===== config.mk =====
export PLATFORM = sky130hd
export DESIGN_NAME = i2s_dac_tx
export DESIGN_NICKNAME = d
export VERILOG_FILES = /design/src/rtl/codec_pkg.sv /design/src/rtl/i2s_ser.sv /design/src/rtl/i2s_dac_tx.sv
export SDC_FILE = /design/constraint.sdc
export NUM_CORES = 1
export LEC_CHECK = 0
export ABC_CLOCK_PERIOD_IN_PS = 5700
export BUFFER_PORTS_ARGS = -buffer_cell sky130_fd_sc_hd__buf_2
export CAP_MARGIN = 20
export CORE_MARGIN = 5
export CORE_UTILIZATION = 43
export DETAILED_ROUTE_END_ITERATION = 12
export GPL_TIMING_DRIVEN = 0
export PLACE_DENSITY = 0.63
export REMOVE_ABC_BUFFERS = 1
export SETUP_SLACK_MARGIN = 0.2
export SLEW_MARGIN = 20
export SYNTH_ARGS = -nofsm -noshare
export SYNTH_HDL_FRONTEND = slang
export SYNTH_HIERARCHICAL = 1
export SYNTH_SLANG_ARGS = --single-unit

===== constraint.sdc =====
create_clock -name clk -period 5.7 [get_ports clk]
set_clock_uncertainty 0.2 [all_clocks]
set_input_delay 0.285 -clock clk [delete_from_list [all_inputs] [get_ports clk]]
set_output_delay 0.285 -clock clk [all_outputs]
set_load 0.1 [all_outputs]

===== src/rtl/codec_pkg.sv =====
// Shared codec timing constants for the I2S transmit path.
// All clocks and slot positions are derived from one free-running counter.
package codec_pkg;

  localparam int CNT_W     = 11;
  localparam int MCLK_BIT  = 1;
  localparam int SCLK_BIT  = 4;
  localparam int LRCLK_BIT = 10;
  localparam int SLOT_W    = 5;
  localparam int I2S_DELAY = 1;

  localparam logic [CNT_W-1:0]    CNT_LAST   = {CNT_W{1'b1}};
  localparam logic [SCLK_BIT:0]   PHASE_LAST = {(SCLK_BIT + 1){1'b1}};
  // The word is loaded in the slot before the MSB slot to realise the I2S one-bit delay.
  localparam logic [SLOT_W-1:0]   LOAD_SLOT  = SLOT_W'(I2S_DELAY - 1);

endpackage


===== src/rtl/i2s_ser.sv =====
// One-channel parallel-load shift register driving the I2S data line.
// Loads at the end of the load slot so the MSB occupies the next slot, then zero-fills.
module i2s_ser #(
  parameter int DATA_W = 16
) (
  input  logic              clk,
  input  logic              rst_n,
  input  logic              bit_end,
  input  logic              load,
  input  logic [DATA_W-1:0] word,
  output logic              sd
);

  logic [DATA_W-1:0] sr_r;
  logic [DATA_W-1:0] sr_nxt_s;
  logic              sd_r;
  logic              sd_nxt_s;

  // choose between parallel load and zero-filling shift at each bit boundary
  always_comb begin
    sr_nxt_s = sr_r;
    sd_nxt_s = sd_r;
    if (bit_end) begin
      if (load) begin
        sd_nxt_s = word[DATA_W-1];
        sr_nxt_s = {word[DATA_W-2:0], 1'b0};
      end else begin
        sd_nxt_s = sr_r[DATA_W-1];
        sr_nxt_s = {sr_r[DATA_W-2:0], 1'b0};
      end
    end else begin
      sr_nxt_s = sr_r;
      sd_nxt_s = sd_r;
    end
  end

  // shift register and serial output state
  always_ff @(posedge clk or negedge rst_n) begin
    if (!rst_n) begin
      sr_r <= {DATA_W{1'b0}};
      sd_r <= 1'b0;
    end else begin
      sr_r <= sr_nxt_s;
      sd_r <= sd_nxt_s;
    end
  end

  assign sd = sd_r;

endmodule


===== src/rtl/i2s_dac_tx.sv =====
// I2S transmitter: derives MCLK/SCLK/LRCLK from one counter and serializes
// latched left/right samples MSB-first with the standard one-bit delay.
module i2s_dac_tx #(
  parameter int DATA_W = 16
) (
  input  logic              clk,
  input  logic              rst_n,
  input  logic [DATA_W-1:0] lft_smpl,
  input  logic [DATA_W-1:0] rht_smpl,
  input  logic              mute,
  output logic              MCLK,
  output logic              SCLK,
  output logic              LRCLK,
  output logic              SDout,
  output logic              smpl_taken
);

  import codec_pkg::*;

  logic [CNT_W-1:0]  cnt_r;
  logic [CNT_W-1:0]  cnt_nxt_s;
  logic              latch_s;
  logic              bit_end_s;
  logic              load_s;
  logic [DATA_W-1:0] word_s;
  logic [DATA_W-1:0] lft_buf_r;
  logic [DATA_W-1:0] rht_buf_r;
  logic              mclk_r;
  logic              sclk_r;
  logic              lrclk_r;
  logic              taken_r;
  logic              sd_s;

  // counter successor, frame latch strobe, bit/slot strobes and channel select
  always_comb begin
    cnt_nxt_s = cnt_r + 11'd1;
    latch_s   = (cnt_r == CNT_LAST);
    bit_end_s = (cnt_r[SCLK_BIT:0] == PHASE_LAST);
    load_s    = (cnt_r[SCLK_BIT+SLOT_W:SCLK_BIT+1] == LOAD_SLOT);
    if (cnt_r[LRCLK_BIT]) begin
      word_s = rht_buf_r;
    end else begin
      word_s = lft_buf_r;
    end
  end

  // free-running counter; clock outputs track the counter value held this cycle
  always_ff @(posedge clk or negedge rst_n) begin
    if (!rst_n) begin
      cnt_r   <= {CNT_W{1'b0}};
      mclk_r  <= 1'b0;
      sclk_r  <= 1'b0;
      lrclk_r <= 1'b0;
      taken_r <= 1'b0;
    end else begin
      cnt_r   <= cnt_nxt_s;
      mclk_r  <= cnt_nxt_s[MCLK_BIT];
      sclk_r  <= cnt_nxt_s[SCLK_BIT];
      lrclk_r <= cnt_nxt_s[LRCLK_BIT];
      taken_r <= latch_s;
    end
  end

  // frame latch: capture samples (or zeros when muted) once per frame
  always_ff @(posedge clk or negedge rst_n) begin
    if (!rst_n) begin
      lft_buf_r <= {DATA_W{1'b0}};
      rht_buf_r <= {DATA_W{1'b0}};
    end else if (latch_s) begin
      if (mute) begin
        lft_buf_r <= {DATA_W{1'b0}};
        rht_buf_r <= {DATA_W{1'b0}};
      end else begin
        lft_buf_r <= lft_smpl;
        rht_buf_r <= rht_smpl;
      end
    end
  end

  i2s_ser #(
    .DATA_W (DATA_W)
  ) u_ser (
    .clk     (clk),
    .rst_n   (rst_n),
    .bit_end (bit_end_s),
    .load    (load_s),
    .word    (word_s),
    .sd      (sd_s)
  );

  assign MCLK       = mclk_r;
  assign SCLK       = sclk_r;
  assign LRCLK      = lrclk_r;
  assign SDout      = sd_s;
  assign smpl_taken = taken_r;

endmodule


==> metrics.txt <==
outcome=completed; Fmax=0.409 GHz; area taken by multi-input logic gates=around 1200 um2; Maximum Capacitance Violations=0; number of instances in the synthesized netlist=230; slew at the pin closest to its max-slew limit=a little over 1000 ps; number of antenna violations at the first check in global routing=0; yosys synthesis warning count=6; clock insertion delay at the later pin of the skew report=between 300 and 400 ps; library cell used as clock root buffer=sky130_fd_sc_hd__clkbuf_8; placed wire-length estimate=~3100 um; Yosys top cell by area=sky130_fd_sc_hd__dfrtp_1; clock transition at the register clock pins on the worst setup and hold paths after CTS=60 ps; setup slack at placement=3210 ps; total setup violations reported at the end of the flow=0; setup total negative slack=0 ps; Die Span Y=91.4 um; Netlist Area Pre-Place=2850 um2; # fillers=607; final core utilization=51.5%; GRT Util Overall=approximately an eighth; total gr overflow=0; share of Yosys cell area claimed by the top area cell type=around 53%; vias in the first global route=between 1,500 and 2,000; Worst Path Arrival=2450 ps; FP Rows=29; critical path peak fanout=19; Min-Delay Endpoint=lft_buf_r[3]; initial DRC count=44; async set-reset flop share out of synthesis=100%; IR drop worst, VDD=0.000171 V; routability-driven placement congestion ratio=roughly 0.67; worst hold slack after final layout=99.9 ps; largest delay contributor family on the critical path=flip-flops; number of nets in the layout=between 300 and 400; Worst slew margin=around 32%; dominant synthesized flop cell=sky130_fd_sc_hd__dfrtp_1; DIE AREA=8350 um2; width of the die=91.4 um; vias=1,755; wire length of the first global-routing pass=8550 um; share of cells above drive strength 1=37.7%; worst path cell trace=nand2_1 -> nor3_4 -> buf_8 -> mux2_2; required arrival time at the worst endpoint=5710 ps; biggest area contributors in the synthesized netlist=sky130_fd_sc_hd__dfrtp_1 (53%), sky130_fd_sc_hd__mux2_2 (18%), sky130_fd_sc_hd__nor2b_1 (7.0%); CORE AREA=roughly 6400 um2; sequential fraction of the synthesis area=52.7%; clk sinks=60; clock buffers created by TritonCTS=9; Distinct cells, synth=25; post-layout min period=2440 ps; number of flops mapped to enable cells by yosys=0; Max clock buf depth=2; ratio of final minimum period to clock period=42.9%; pin count of the biggest net entering global routing=between 60 and 70; Top-Level Pins=40; footprint of the flip-flops and latches=1500 um2; number of optimization iterations in the first detailed-route pass=4; synthesis-stage register bit count=60; category of the worst setup path launch point=flop; Initial Utilization=between 40% and 50%; number of pins with negative max-slew slack in the final report=0; CP Buf/Inv Count=1; quantity of I/O buffers inserted on ports=39; post-synthesis average cell area=12.4 um2; clock tree from TritonCTS=built; Final Total Pwr=0.000800 W; drt total wl=4740 um; kind of end point of the critical path=flop; slowest stage cell, crit path=sky130_fd_sc_hd__dfrtp_1; cell count of the worst reg-to-reg path=4; average via count per standard cell=4.97; number of cells on the worst hold path=3; hold path startpoint=lft_smpl[3]; post-detailed-route wirelength per cell=13.4 um; antenna fix cells=0; worst stage delay on the critical path=890 ps; Syn-to-layout area delta=15.5%; reg-to-reg critical path startpoint=cnt_r[10]; Clock H-tree levels=3; Hold Violations, Final=0; power per cell area=around 240 nW/um2; setup repair after global routing missed its margin=no; Antenna Nets Post-Route=0; worst-case register-to-register setup slack=3260 ps; Static Leakage=1.60 nW; total DRC errors in the routed layout=0; post-CTS setup-driven buffer insertion count=0; endpoint of the worst-slack reg-to-reg timing path=rht_buf_r[14]; Final Worst Setup Slack=3260 ps; Hold Buf Count CTS=1; type of the worst min-delay path=primary input to flop; Setup CP Type=flop to flop; # resized after CTS=0
sequential cells by signal, summed over array words and instances, names as in the netlist:
signal      flops
cnt_r          11
lft_buf_r      16
rht_buf_r      16
smpl_taken      1
u_ser/sd        1
u_ser/sr_r     15
cells in the mapped netlist (2+ instances only):
master,count
sky130_fd_sc_hd__nor2b_1,32
sky130_fd_sc_hd__ha_1,2
sky130_fd_sc_hd__nand2_1,4
sky130_fd_sc_hd__mux2_2,46
sky130_fd_sc_hd__mux2_1,2
sky130_fd_sc_hd__mux2i_1,15
sky130_fd_sc_hd__nand4_1,2
sky130_fd_sc_hd__nand3_1,2
sky130_fd_sc_hd__nor2_1,17
sky130_fd_sc_hd__buf_2,5
sky130_fd_sc_hd__xnor2_1,4
sky130_fd_sc_hd__nor3_1,3
sky130_fd_sc_hd__dfrtp_1,60
sky130_fd_sc_hd__inv_1,3
sky130_fd_sc_hd__clkbuf_1,3
sky130_fd_sc_hd__xor2_1,4
sky130_fd_sc_hd__buf_6,4
sky130_fd_sc_hd__a21oi_1,15
stage by stage:
step | cell area, um2 | instances
4_1_cts | 3290 | 353
5_1_grt | 3290 | 353
3_5_place_dp | 3100 | 336
2_1_floorplan | 2750 | 217
6_report | 3290 | 353
3_3_place_gp | 3040 | 333
cells by family after synthesis:
group,after synthesis,share of synthesized area (%)
adder cells (fa/ha/maj),2,0.879
AO/OA/AOI/OAI,16,2.81
XOR/XNOR,8,2.46
AND/OR/NAND/NOR,65,12.9
flip-flops,60,52.7
buffers and inverters,16,3.95
multiplexers,63,24.3
layer usage:
| metal | routed length (um) | share of wire [%] | GRT usage, % |
|---|---|---|---|
| met4 | 75 | 1.6 | 5.50 |
| met3 | 226 | 4.8 | 4.63 |
| met2 | 2210 | 47 | 19.3 |
| met5 | 0 | 0 | 0 |
| met1 | 2230 | 47 | 16.0 |
tightest hold or removal path: stages:
cell and delay [ps]:
sky130_fd_sc_hd__buf_2 70, sky130_fd_sc_hd__nor2b_1 100, sky130_fd_sc_hd__mux2_1 130
area by class of cell:
class	count	share of cell area [%]
clock inverters	1	0.152
multi-input cells	154	37.6
inverters	3	0.342
well taps	77	2.93
clock buffers	15	5.37
repair buffers	43	7.95
flip-flops and latches	60	45.7
where the power goes:
| group | switching, W | leakage (nW) | internal [W] |
|---|---|---|---|
| registers | 0 | 0.824 | 0.000426 |
| logic | 0.0000161 | 0.680 | 0.0000145 |
| clock network | 0.000150 | 0.0937 | 0.000193 |
worst max-delay path by stage:
stage	startpoint	endpoint	slack, ps	depth (start not counted)
2_1_floorplan	cnt_r[1]	lft_buf_r[0]	2600	4
3_3_place_gp	cnt_r[10]	lft_buf_r[15]	2600	3
3_5_place_dp	cnt_r[10]	rht_buf_r[14]	3210	4
4_1_cts	cnt_r[10]	rht_buf_r[14]	3200	4
5_1_grt	cnt_r[10]	rht_buf_r[14]	3090	4
6_report	cnt_r[10]	rht_buf_r[14]	3260	4
placed cells by master (no fill, tap or decap), types with 2 or more instances in the layout:
master / netlist / final
sky130_fd_sc_hd__dfrtp_1: 60 / 60
sky130_fd_sc_hd__mux2_2: 46 / 46
sky130_fd_sc_hd__buf_2: 5 / 38
sky130_fd_sc_hd__nor2b_1: 32 / 32
sky130_fd_sc_hd__nor2_1: 17 / 16
sky130_fd_sc_hd__mux2i_1: 15 / 15
sky130_fd_sc_hd__a21oi_1: 15 / 15
sky130_fd_sc_hd__clkbuf_8: 0 / 12
sky130_fd_sc_hd__xor2_1: 4 / 4
sky130_fd_sc_hd__nand2_1: 4 / 4
sky130_fd_sc_hd__xnor2_1: 4 / 4
sky130_fd_sc_hd__inv_1: 3 / 3
sky130_fd_sc_hd__nor3_1: 3 / 3
sky130_fd_sc_hd__clkbuf_1: 3 / 3
sky130_fd_sc_hd__nand4_1: 2 / 2
sky130_fd_sc_hd__nand3_1: 2 / 2
sky130_fd_sc_hd__mux2_1: 2 / 2
sky130_fd_sc_hd__ha_1: 2 / 2
Note: power is estimated with default switching activity, not from simulation.
